[config.mk]
export PLATFORM = sky130hd
export DESIGN_NAME = rtype_sequencer_flat
export DESIGN_NICKNAME = d
export VERILOG_FILES = /design/src/rtl/rtype_pkg.sv /design/src/rtl/rtype_sequencer_if.sv /design/src/rtl/rtype_decoder.sv /design/src/rtl/rtype_sequencer.sv /design/src/flat_wrapper.sv
export SDC_FILE = /design/constraint.sdc
export NUM_CORES = 1
export LEC_CHECK = 0
export ABC_AREA = 1
export BUFFER_PORTS_ARGS = -buffer_cell sky130_fd_sc_hd__clkbuf_2
export CORE_ASPECT_RATIO = 0.9
export CORE_MARGIN = 1
export CORE_UTILIZATION = 49
export CTS_CLUSTER_DIAMETER = 60
export DETAILED_ROUTE_END_ITERATION = 16
export GPL_TIMING_DRIVEN = 0
export PLACE_DENSITY_LB_ADDON = 0.05
export SLEW_MARGIN = 30
export SYNTH_ARGS = -nofsm -noshare
export SYNTH_HDL_FRONTEND = slang
export SYNTH_SLANG_ARGS = --single-unit
export TNS_END_PERCENT = 20
[constraint.sdc]
create_clock -name clk -period 2.15 [get_ports clk]
set_clock_uncertainty 0.05 [all_clocks]
set_input_delay 0.215 -clock clk [delete_from_list [all_inputs] [get_ports clk]]
set_output_delay 0.215 -clock clk [all_outputs]
set_load 0.01 [all_outputs]
[src/rtl/rtype_pkg.sv]
// Shared constants and types for the R-type sequencer: MIPS opcode/funct codes,
// ALU control codes, FSM state encoding and the decoder result record.
package rtype_pkg;

    localparam logic [5:0] OP_RTYPE   = 6'h00;

    localparam logic [5:0] FUNCT_ADD  = 6'h20;
    localparam logic [5:0] FUNCT_ADDU = 6'h21;
    localparam logic [5:0] FUNCT_SUB  = 6'h22;
    localparam logic [5:0] FUNCT_SUBU = 6'h23;
    localparam logic [5:0] FUNCT_AND  = 6'h24;
    localparam logic [5:0] FUNCT_OR   = 6'h25;
    localparam logic [5:0] FUNCT_NOR  = 6'h27;
    localparam logic [5:0] FUNCT_SLT  = 6'h2A;

    localparam logic [3:0] ALU_AND = 4'b0000;
    localparam logic [3:0] ALU_OR  = 4'b0001;
    localparam logic [3:0] ALU_ADD = 4'b0010;
    localparam logic [3:0] ALU_SUB = 4'b0110;
    localparam logic [3:0] ALU_SLT = 4'b0111;
    localparam logic [3:0] ALU_NOR = 4'b1100;

    typedef enum logic [2:0] {
        StIdle,
        StRead,
        StExec,
        StWrite,
        StDone,
        StErr
    } state_e;

    typedef struct packed {
        logic [4:0] rs;
        logic [4:0] rt;
        logic [4:0] rd;
        logic [3:0] alu_op;
        logic       illegal;
    } decode_t;

endpackage

[src/rtl/rtype_sequencer_if.sv]
// Instruction handshake plus register-file/ALU control bus of the R-type sequencer.
// The slave modport is the sequencer; the master modport is the surrounding environment.
interface rtype_sequencer_if #(
    parameter int unsigned COUNT_W = 16
) ();

    logic [31:0]        Instruction;
    logic               InstrValid;
    logic               InstrReady;
    logic [4:0]         ReadRegister1;
    logic [4:0]         ReadRegister2;
    logic [4:0]         WriteRegister;
    logic [31:0]        WriteData;
    logic               RegWrite;
    logic [3:0]         ALUOperation;
    logic [31:0]        ALUResult;
    logic               Zero;
    logic               Done;
    logic               Error;
    logic [31:0]        ResultOut;
    logic               ZeroOut;
    logic [COUNT_W-1:0] RetiredCount;

    modport slave (
        input  Instruction, InstrValid, ALUResult, Zero,
        output InstrReady, ReadRegister1, ReadRegister2, WriteRegister, WriteData,
               RegWrite, ALUOperation, Done, Error, ResultOut, ZeroOut, RetiredCount
    );

    modport master (
        output Instruction, InstrValid, ALUResult, Zero,
        input  InstrReady, ReadRegister1, ReadRegister2, WriteRegister, WriteData,
               RegWrite, ALUOperation, Done, Error, ResultOut, ZeroOut, RetiredCount
    );

endinterface

[src/rtl/rtype_decoder.sv]
// Combinational R-type decoder: register fields, ALU control code and an illegal flag.
// Shamt is not used by any supported operation.
module rtype_decoder
    import rtype_pkg::*;
(
    input  logic [31:0] instr,
    output decode_t     dec
);

    logic unused_shamt;
    assign unused_shamt = ^instr[10:6];

    always_comb begin
        dec.rs      = instr[25:21];
        dec.rt      = instr[20:16];
        dec.rd      = instr[15:11];
        dec.alu_op  = ALU_AND;
        dec.illegal = 1'b0;
        case (instr[5:0])
            FUNCT_ADD, FUNCT_ADDU: dec.alu_op = ALU_ADD;
            FUNCT_SUB, FUNCT_SUBU: dec.alu_op = ALU_SUB;
            FUNCT_AND:             dec.alu_op = ALU_AND;
            FUNCT_OR:              dec.alu_op = ALU_OR;
            FUNCT_NOR:             dec.alu_op = ALU_NOR;
            FUNCT_SLT:             dec.alu_op = ALU_SLT;
            default:               dec.illegal = 1'b1;
        endcase
        if (instr[31:26] != OP_RTYPE) begin
            dec.illegal = 1'b1;
        end
    end

endmodule

[src/rtl/rtype_sequencer.sv]
// Multi-cycle controller running one R-type instruction at a time on an external
// register file and ALU: accept, read, execute, write back, then report Done or Error.
module rtype_sequencer
    import rtype_pkg::*;
#(
    parameter int unsigned COUNT_W = 16
) (
    input  logic             clk,
    input  logic             rst_n,
    rtype_sequencer_if.slave bus
);

    state_e             state_q, state_d;
    decode_t            dec;
    logic               accept;
    logic [4:0]         rs_q, rt_q, rd_q;
    logic [3:0]         alu_op_q;
    logic [31:0]        result_q;
    logic               zero_q;
    logic [COUNT_W-1:0] count_q;

    rtype_decoder u_decoder (
        .instr (bus.Instruction),
        .dec   (dec)
    );

    assign accept = (state_q == StIdle) && bus.InstrValid;

    always_comb begin
        state_d = state_q;
        case (state_q)
            StIdle:  if (bus.InstrValid) state_d = dec.illegal ? StErr : StRead;
            StRead:  state_d = StExec;
            StExec:  state_d = StWrite;
            StWrite: state_d = StDone;
            StDone:  state_d = StIdle;
            StErr:   state_d = StIdle;
            default: state_d = StIdle;
        endcase
    end

    always_ff @(posedge clk or negedge rst_n) begin
        if (!rst_n) begin
            state_q  <= StIdle;
            rs_q     <= '0;
            rt_q     <= '0;
            rd_q     <= '0;
            alu_op_q <= '0;
            result_q <= '0;
            zero_q   <= 1'b0;
            count_q  <= '0;
        end else begin
            state_q <= state_d;
            if (accept) begin
                rs_q     <= dec.rs;
                rt_q     <= dec.rt;
                rd_q     <= dec.rd;
                alu_op_q <= dec.alu_op;
            end
            if (state_q == StExec) begin
                result_q <= bus.ALUResult;
                zero_q   <= bus.Zero;
            end
            if (state_q == StWrite) begin
                count_q <= count_q + 1'b1;
            end
        end
    end

    // Strobes decode straight from the state flop, so reset clears them asynchronously.
    assign bus.InstrReady    = (state_q == StIdle);
    assign bus.RegWrite      = (state_q == StWrite) && (rd_q != 5'd0);
    assign bus.Done          = (state_q == StDone);
    assign bus.Error         = (state_q == StErr);
    assign bus.ReadRegister1 = rs_q;
    assign bus.ReadRegister2 = rt_q;
    assign bus.WriteRegister = rd_q;
    assign bus.ALUOperation  = alu_op_q;
    assign bus.WriteData     = result_q;
    assign bus.ResultOut     = result_q;
    assign bus.ZeroOut       = zero_q;
    assign bus.RetiredCount  = count_q;

endmodule

[src/flat_wrapper.sv]
// flat-port wrapper written by rule: the top's interface ports become plain ports
module rtype_sequencer_flat import rtype_pkg::*;
#(
    parameter int unsigned COUNT_W = 16
)
  (clk, rst_n, bus_Instruction, bus_InstrValid, bus_ALUResult, bus_Zero, bus_InstrReady, bus_ReadRegister1, bus_ReadRegister2, bus_WriteRegister, bus_WriteData, bus_RegWrite, bus_ALUOperation, bus_Done, bus_Error, bus_ResultOut, bus_ZeroOut, bus_RetiredCount);
  rtype_sequencer_if #(.COUNT_W(COUNT_W)) bus_i ();
  input  logic clk;
  input  logic rst_n;
  input wire logic [$bits(bus_i.Instruction)-1:0] bus_Instruction;
  input wire logic [$bits(bus_i.InstrValid)-1:0] bus_InstrValid;
  input wire logic [$bits(bus_i.ALUResult)-1:0] bus_ALUResult;
  input wire logic [$bits(bus_i.Zero)-1:0] bus_Zero;
  output wire logic [$bits(bus_i.InstrReady)-1:0] bus_InstrReady;
  output wire logic [$bits(bus_i.ReadRegister1)-1:0] bus_ReadRegister1;
  output wire logic [$bits(bus_i.ReadRegister2)-1:0] bus_ReadRegister2;
  output wire logic [$bits(bus_i.WriteRegister)-1:0] bus_WriteRegister;
  output wire logic [$bits(bus_i.WriteData)-1:0] bus_WriteData;
  output wire logic [$bits(bus_i.RegWrite)-1:0] bus_RegWrite;
  output wire logic [$bits(bus_i.ALUOperation)-1:0] bus_ALUOperation;
  output wire logic [$bits(bus_i.Done)-1:0] bus_Done;
  output wire logic [$bits(bus_i.Error)-1:0] bus_Error;
  output wire logic [$bits(bus_i.ResultOut)-1:0] bus_ResultOut;
  output wire logic [$bits(bus_i.ZeroOut)-1:0] bus_ZeroOut;
  output wire logic [$bits(bus_i.RetiredCount)-1:0] bus_RetiredCount;
  assign bus_i.Instruction = bus_Instruction;
  assign bus_i.InstrValid = bus_InstrValid;
  assign bus_i.ALUResult = bus_ALUResult;
  assign bus_i.Zero = bus_Zero;
  assign bus_InstrReady = bus_i.InstrReady;
  assign bus_ReadRegister1 = bus_i.ReadRegister1;
  assign bus_ReadRegister2 = bus_i.ReadRegister2;
  assign bus_WriteRegister = bus_i.WriteRegister;
  assign bus_WriteData = bus_i.WriteData;
  assign bus_RegWrite = bus_i.RegWrite;
  assign bus_ALUOperation = bus_i.ALUOperation;
  assign bus_Done = bus_i.Done;
  assign bus_Error = bus_i.Error;
  assign bus_ResultOut = bus_i.ResultOut;
  assign bus_ZeroOut = bus_i.ZeroOut;
  assign bus_RetiredCount = bus_i.RetiredCount;
  rtype_sequencer #(.COUNT_W(COUNT_W)) u_core (.clk(clk), .rst_n(rst_n), .bus(bus_i));
endmodule
=== Yosys cells after proc, flatten, opt, wreduce, memory -nomap -nowiden ===
Index checks and enable logic that the tools add are counted.

* Add/subtract/negate cells: 1
* Eq/ne operators: 14
* Muxes and demuxes: 6
* Reductions and logical operators: 8

{| class="wikitable"
|+ Operators by type and width
! operator !! count
|-
| $eq A6 B6 Y1 const B || 8
|-
| $pmux W4 S5 || 1
|-
| $add A16 B1 Y16 const B || 1
|-
| $pmux W3 S4 || 1
|-
| $reduce_or A8 Y1 || 1
|-
| $eq A3 B2 Y1 const B || 2
|-
| $eq A3 B3 Y1 const B || 2
|-
| $mux W3 || 2
|-
| $reduce_bool A6 Y1 || 1
|-
| $reduce_bool A5 Y1 || 1
|-
| $reduce_or A2 Y1 || 2
|-
| $eq A3 B1 Y1 const B || 1
|-
| $logic_not A3 Y1 || 1
|-
| $logic_and A1 B1 Y1 || 2
|-
| $mux W1 || 2
|-
| $ne A2 B2 Y1 const B || 1
|}

* Register bits: 71
* Input port bits: 68
* Output and inout bits: 104
* Word-level logic and storage cells: 37

=== Longest topological paths before layout ===
* Depth after elaboration: 7
* Depth in mapped cells: 8
* Gate-level depth less buffers: 8

=== Cells and area by module ===
From an unflattened synthesis, not the netlist that was laid out.

* Cells, all modules: 356
* Area total of the unflattened synthesis: 3,494.6 um^2

{| class="wikitable"
|+ By module, submodules not included
! module !! times used !! cells an instance !! area each (um^2) !! seq. area each (um^2)
|-
| rtype_sequencer || 1 || 314 || 3,254.4 || 1,776.7
|-
| rtype_decoder || 1 || 42 || 240.2 || 0.0
|}

=== Worst setup path after synthesis ===
No wires, ideal clock.

* Kind: reg-to-reg
* From: reg u_core.count_q[0], in the netlist u_core.bus.RetiredCount[0]
* To: reg u_core.count_q[12], in the netlist u_core.bus.RetiredCount[12]
* Setup time: 126 ps
* Arrival time: 1,134 ps
* Required time: 1,974 ps
* Path slack: 840 ps
* Cell stages (with the launch flop): 9
* Path buffers: 0
* Period minus slack after synthesis: 1,310 ps
* Cells stage by stage: dfrtp_1 > ha_1 > inv_1 > nor2_1 > nand3_1 > nand2_1 > nand2_1 > nand2_1 > o21ai_0

* Cells in the longest elaborated chain, start to end: 1

{| class="wikitable"
|+ RTL lines
! item !! line !! text
|-
| from (decl) || rtype_sequencer.sv:20 || <nowiki>logic [COUNT_W-1:0] count_q;</nowiki>
|-
| from (signal assigned) || rtype_sequencer.sv:65 || <nowiki>count_q <= count_q + 1'b1;</nowiki>
|-
| $add A16 B1 Y16 || rtype_sequencer.sv:65 ||
|}

No other way between the ends.
A chain may end at the register's enable or synchronous reset.

=== Worst setup path after layout ===
* From: reg u_core.state_q[1]
* To: out bus_RegWrite

* Cells in the longest elaborated chain, start to end: 2

{| class="wikitable"
|+ RTL lines
! item !! line !! text
|-
| from (decl) || rtype_sequencer.sv:13 || <nowiki>state_e state_q, state_d;</nowiki>
|-
| from (signal assigned) || rtype_sequencer.sv:44 || <nowiki>state_q <= StIdle;</nowiki>
|-
| from (signal assigned) || rtype_sequencer.sv:53 || <nowiki>state_q <= state_d;</nowiki>
|-
| $eq A3 B2 Y1 || rtype_sequencer.sv:72 || <nowiki>assign bus.RegWrite = (state_q == StWrite) && (rd_q != 5'd0);</nowiki>
|-
| $logic_and A1 B1 Y1 || rtype_sequencer.sv:72 ||
|-
| to (decl) || flat_wrapper.sv:19 || <nowiki>output wire logic [$bits(bus_i.RegWrite)-1:0] bus_RegWrite;</nowiki>
|}

No other way between the ends.

==> results.sh <==
export IMPL_dp_slack_ns=0.655
export IMPL_antenna_found_initial=0
export IMPL_crit_type="flop to output port"
export IMPL_leakage_nw=2.49
export IMPL_rows=28
export IMPL_tns_ns=0
export IMPL_crit_path_top_delay_cell="dfrtp_1"
export IMPL_cp_data_arrival_time_ns=1.58
export IMPL_grt_pass1_vias=2436
export IMPL_drc=0
export IMPL_fmax_ghz=0.542
export IMPL_place_area_um2=4310
export IMPL_worst_path_largest_cell_delay_ns=0.44
export IMPL_crit_buf_inv=3
export IMPL_vias_per_cell=4.49
export IMPL_cts_root_buf="clkbuf_8"
export IMPL_whs_path_depth=3
export IMPL_slew_limit_headroom=0.688
export IMPL_netlist_area_um2=3350
export IMPL_ys_seq_elements=71
export IMPL_clkTransAtPathRegs_ns=0.07
export IMPL_hold_violations=0
export IMPL_clk_insertion_delay_late_ns=0.34
export IMPL_timing_critical_path_max_delay_family="flip-flops"
export IMPL_cp_depth=6
export IMPL_clockBufferDepth=2
export IMPL_numCtsBuffers=9
export IMPL_dr_total_vias=2784
export IMPL_die_area_um2=7170
export IMPL_worstHoldPathType="primary input to flop"
export IMPL_area_growth_pct=35.1
export IMPL_gp_congestion=0.750
export IMPL_chipHeight_um=80.4
export IMPL_status="complete, no violations"
export IMPL_cts_resized=0
export IMPL_finalWorstSetupSlack_ns=0.305
export IMPL_cts_tree="done"
export IMPL_h_tree_depth=3
export IMPL_postSynthCellCount=346
export IMPL_synth_top_area_share=0.531
export IMPL_wirelength_mm=7.08
export IMPL_r2r_worst_path_cells=8
export IMPL_yosys_warnings=0
export IMPL_yosysSeqAreaShare=0.531
export IMPL_r2r_slack_ns=0.69
export IMPL_grtUsageTotal=0.208
export IMPL_grt_max_degree=40
export IMPL_grt_pass1_wl_mm=11.3
export IMPL_cp_required_ns=1.88
export IMPL_crit_path_end_kind="output port"
export IMPL_initialDrtViolationCount=59
export IMPL_vdd_ir_drop_max_v=0.000615
export IMPL_synth_nets=415
export IMPL_final_area_um2=4520
export IMPL_core_um2=6590
export IMPL_syn_area_per_cell_um2=9.68
export IMPL_drive_gt1_frac=0.485
export IMPL_rsz0062_at_grt="no"
export IMPL_ys_top_cells_by_area="dfrtp_1 53%, nand2_1 12%, mux2_2 7.7%, buf_4 7.2%, mux2_1 3.4%"
export IMPL_pin_count=172
export IMPL_numPortBuffers=166
export IMPL_post_cts_buffers=0
export IMPL_hpwl_mm=5.58
export IMPL_powerDensity_nw_per_um2=1340
export IMPL_antenna_left=0
export IMPL_dpl_cell_count=603
export IMPL_worstSetupStartpointType="flop"
export IMPL_slew_viol_final=0
export IMPL_fp_dieW_um=89.1
export IMPL_layout_min_cycle_time_ns=1.84
export IMPL_crit_path_cell_trace="nand2_2, nor2_4, buf_2, o21ai_0, inv_1, clkbuf_2"
export IMPL_antennaDiodeCount=0
export IMPL_clock_sinks=71
export IMPL_worstPathMaxFanout=10
export IMPL_synthDistinctLibCells=26
export IMPL_tightest_slew_ns=0.468
export IMPL_synth_area_leader_cell="dfrtp_1"
export IMPL_period_share=0.858
export IMPL_drt_first_pass_iters=4
export IMPL_wl_per_cell_um=11.4
export IMPL_initial_core_util=0.508
export IMPL_final_cells=620
export IMPL_layout_nets=594
export IMPL_setup_viol=0
export IMPL_grt_overflow_total=0
export IMPL_drv_cap=0
==> worst register-to-register path, delay by kind of cell (launching register included) <==
| kind | cells | cell delay, ns |
|---|---|---|
| AO/OA/AOI/OAI | 1 | 0.08 |
| adder cells (fa/ha/maj) | 1 | 0.26 |
| buffers and inverters | 1 | 0.06 |
| flip-flops | 1 | 0.41 |
| AND/OR/NAND/NOR | 5 | 0.49 |
==> synth_stat cells <==
cell      instances
nor3_1            4
buf_6             3
nand2_1         106
nor2_4            4
nand4_1           3
nand3_1           7
mux2_1           10
nand2_2           3
dfrtp_1          71
o211ai_2          1
or2_2             1
nor2_1           26
o21ai_0           6
a21oi_1           6
buf_4            32
nand3b_1          1
inv_1            22
nand3_2           1
buf_2             4
inv_2             1
xnor2_1           3
o21ai_1           2
ha_1              1
xor2_1            4
nor2_2            1
mux2_2           23
==> cell usage in the layout, fill, tap and decap left out, types with 6 or more instances in the layout <==
cell | synthesis | layout
o21ai_0 | 6 | 6
mux2_2 | 23 | 23
nor2_1 | 26 | 26
mux2_1 | 10 | 10
buf_4 | 32 | 32
inv_1 | 22 | 22
clkbuf_8 | 0 | 10
clkbuf_2 | 0 | 165
dfrtp_1 | 71 | 71
nand2_1 | 106 | 106
a21oi_1 | 6 | 6
nand3_1 | 7 | 7
==> sequential cells by signal, summed over array words and instances (netlist names) <==
register and cells:
u_core.bus.ALUOperation 4, u_core.bus.ReadRegister1 5, u_core.bus.ReadRegister2 5, u_core.bus.ResultOut 32, u_core.bus.RetiredCount 16, u_core.bus.WriteRegister 5
u_core.bus.ZeroOut 1, u_core.state_q 3
==> layer usage <==
metal	share of wire	vias up	GRT usage
met5	0	-	0
met2	0.48	103	0.349
li1	-	1423	-
met4	0.0099	0	0.0492
met3	0.084	7	0.0719
met1	0.43	1251	0.256
==> stage by stage <==
stage | power [mW] | hold WS [ns] | util
after floorplan | 3.96 | -0.131 | -
after global placement | 5.02 | 0.365 | 0.652
after detailed placement | 5.09 | 0.166 | 0.655
after CTS | 6.15 | 0.0122 | 0.687
after global routing | 6.56 | 0.0232 | 0.687
final | 6.06 | 0.0241 | 0.687
==> cell families after synthesis <==
| logic type | share of synthesized area |
|---|---|
| flops | 0.531 |
| xor+xnor | 0.0183 |
| simple gates | 0.198 |
| compound gates | 0.0247 |
| fa+ha+maj | 0.00374 |
| buf+inv | 0.114 |
| mux | 0.111 |
==> final cells by class <==
cell class,instances,area [um2]
repair buffers,168,863
multi-input cells,213,1190
inverters,23,86.3
clock buffers,10,138
clock inverters,6,60.1
flip-flops and latches,71,1780
plain buffers,39,294
fillers,556,2060
well taps,90,113
==> worst paths after layout <==
path / to / from
worst min-delay path: u_core.bus.ReadRegister2[0]$_DFFE_PN0P_ / bus_Instruction[16]
worst max-delay path: bus_RegWrite / u_core.state_q[1]$_DFFE_PN0P_
max in group asynchronous: u_core.bus.WriteRegister[1]$_DFFE_PN0P_ / rst_n
worst min register to register: u_core.bus.ReadRegister1[4]$_DFFE_PN0P_ / u_core.bus.ReadRegister1[4]$_DFFE_PN0P_
min in group asynchronous: u_core.bus.ResultOut[20]$_DFFE_PN0N_ / rst_n
worst max register to register: u_core.bus.RetiredCount[12]$_DFFE_PN0P_ / u_core.bus.RetiredCount[0]$_DFFE_PN0P_
==> what timing repair did <==
item,CTS,global route
hold endpoints to repair,32,0
setup endpoints to repair,0,0
hold buffers,1,0
==> power breakdown <==
part / internal [mW] / leakage (nW) / total (mW) / switching (mW)
registers: 1.86 / 0.884 / 2.26 / 0.397
clock network: 0.561 / 0.0981 / 1.05 / 0.485
logic: 1.45 / 1.51 / 2.76 / 1.31
(Power assumes the default switching activity.)
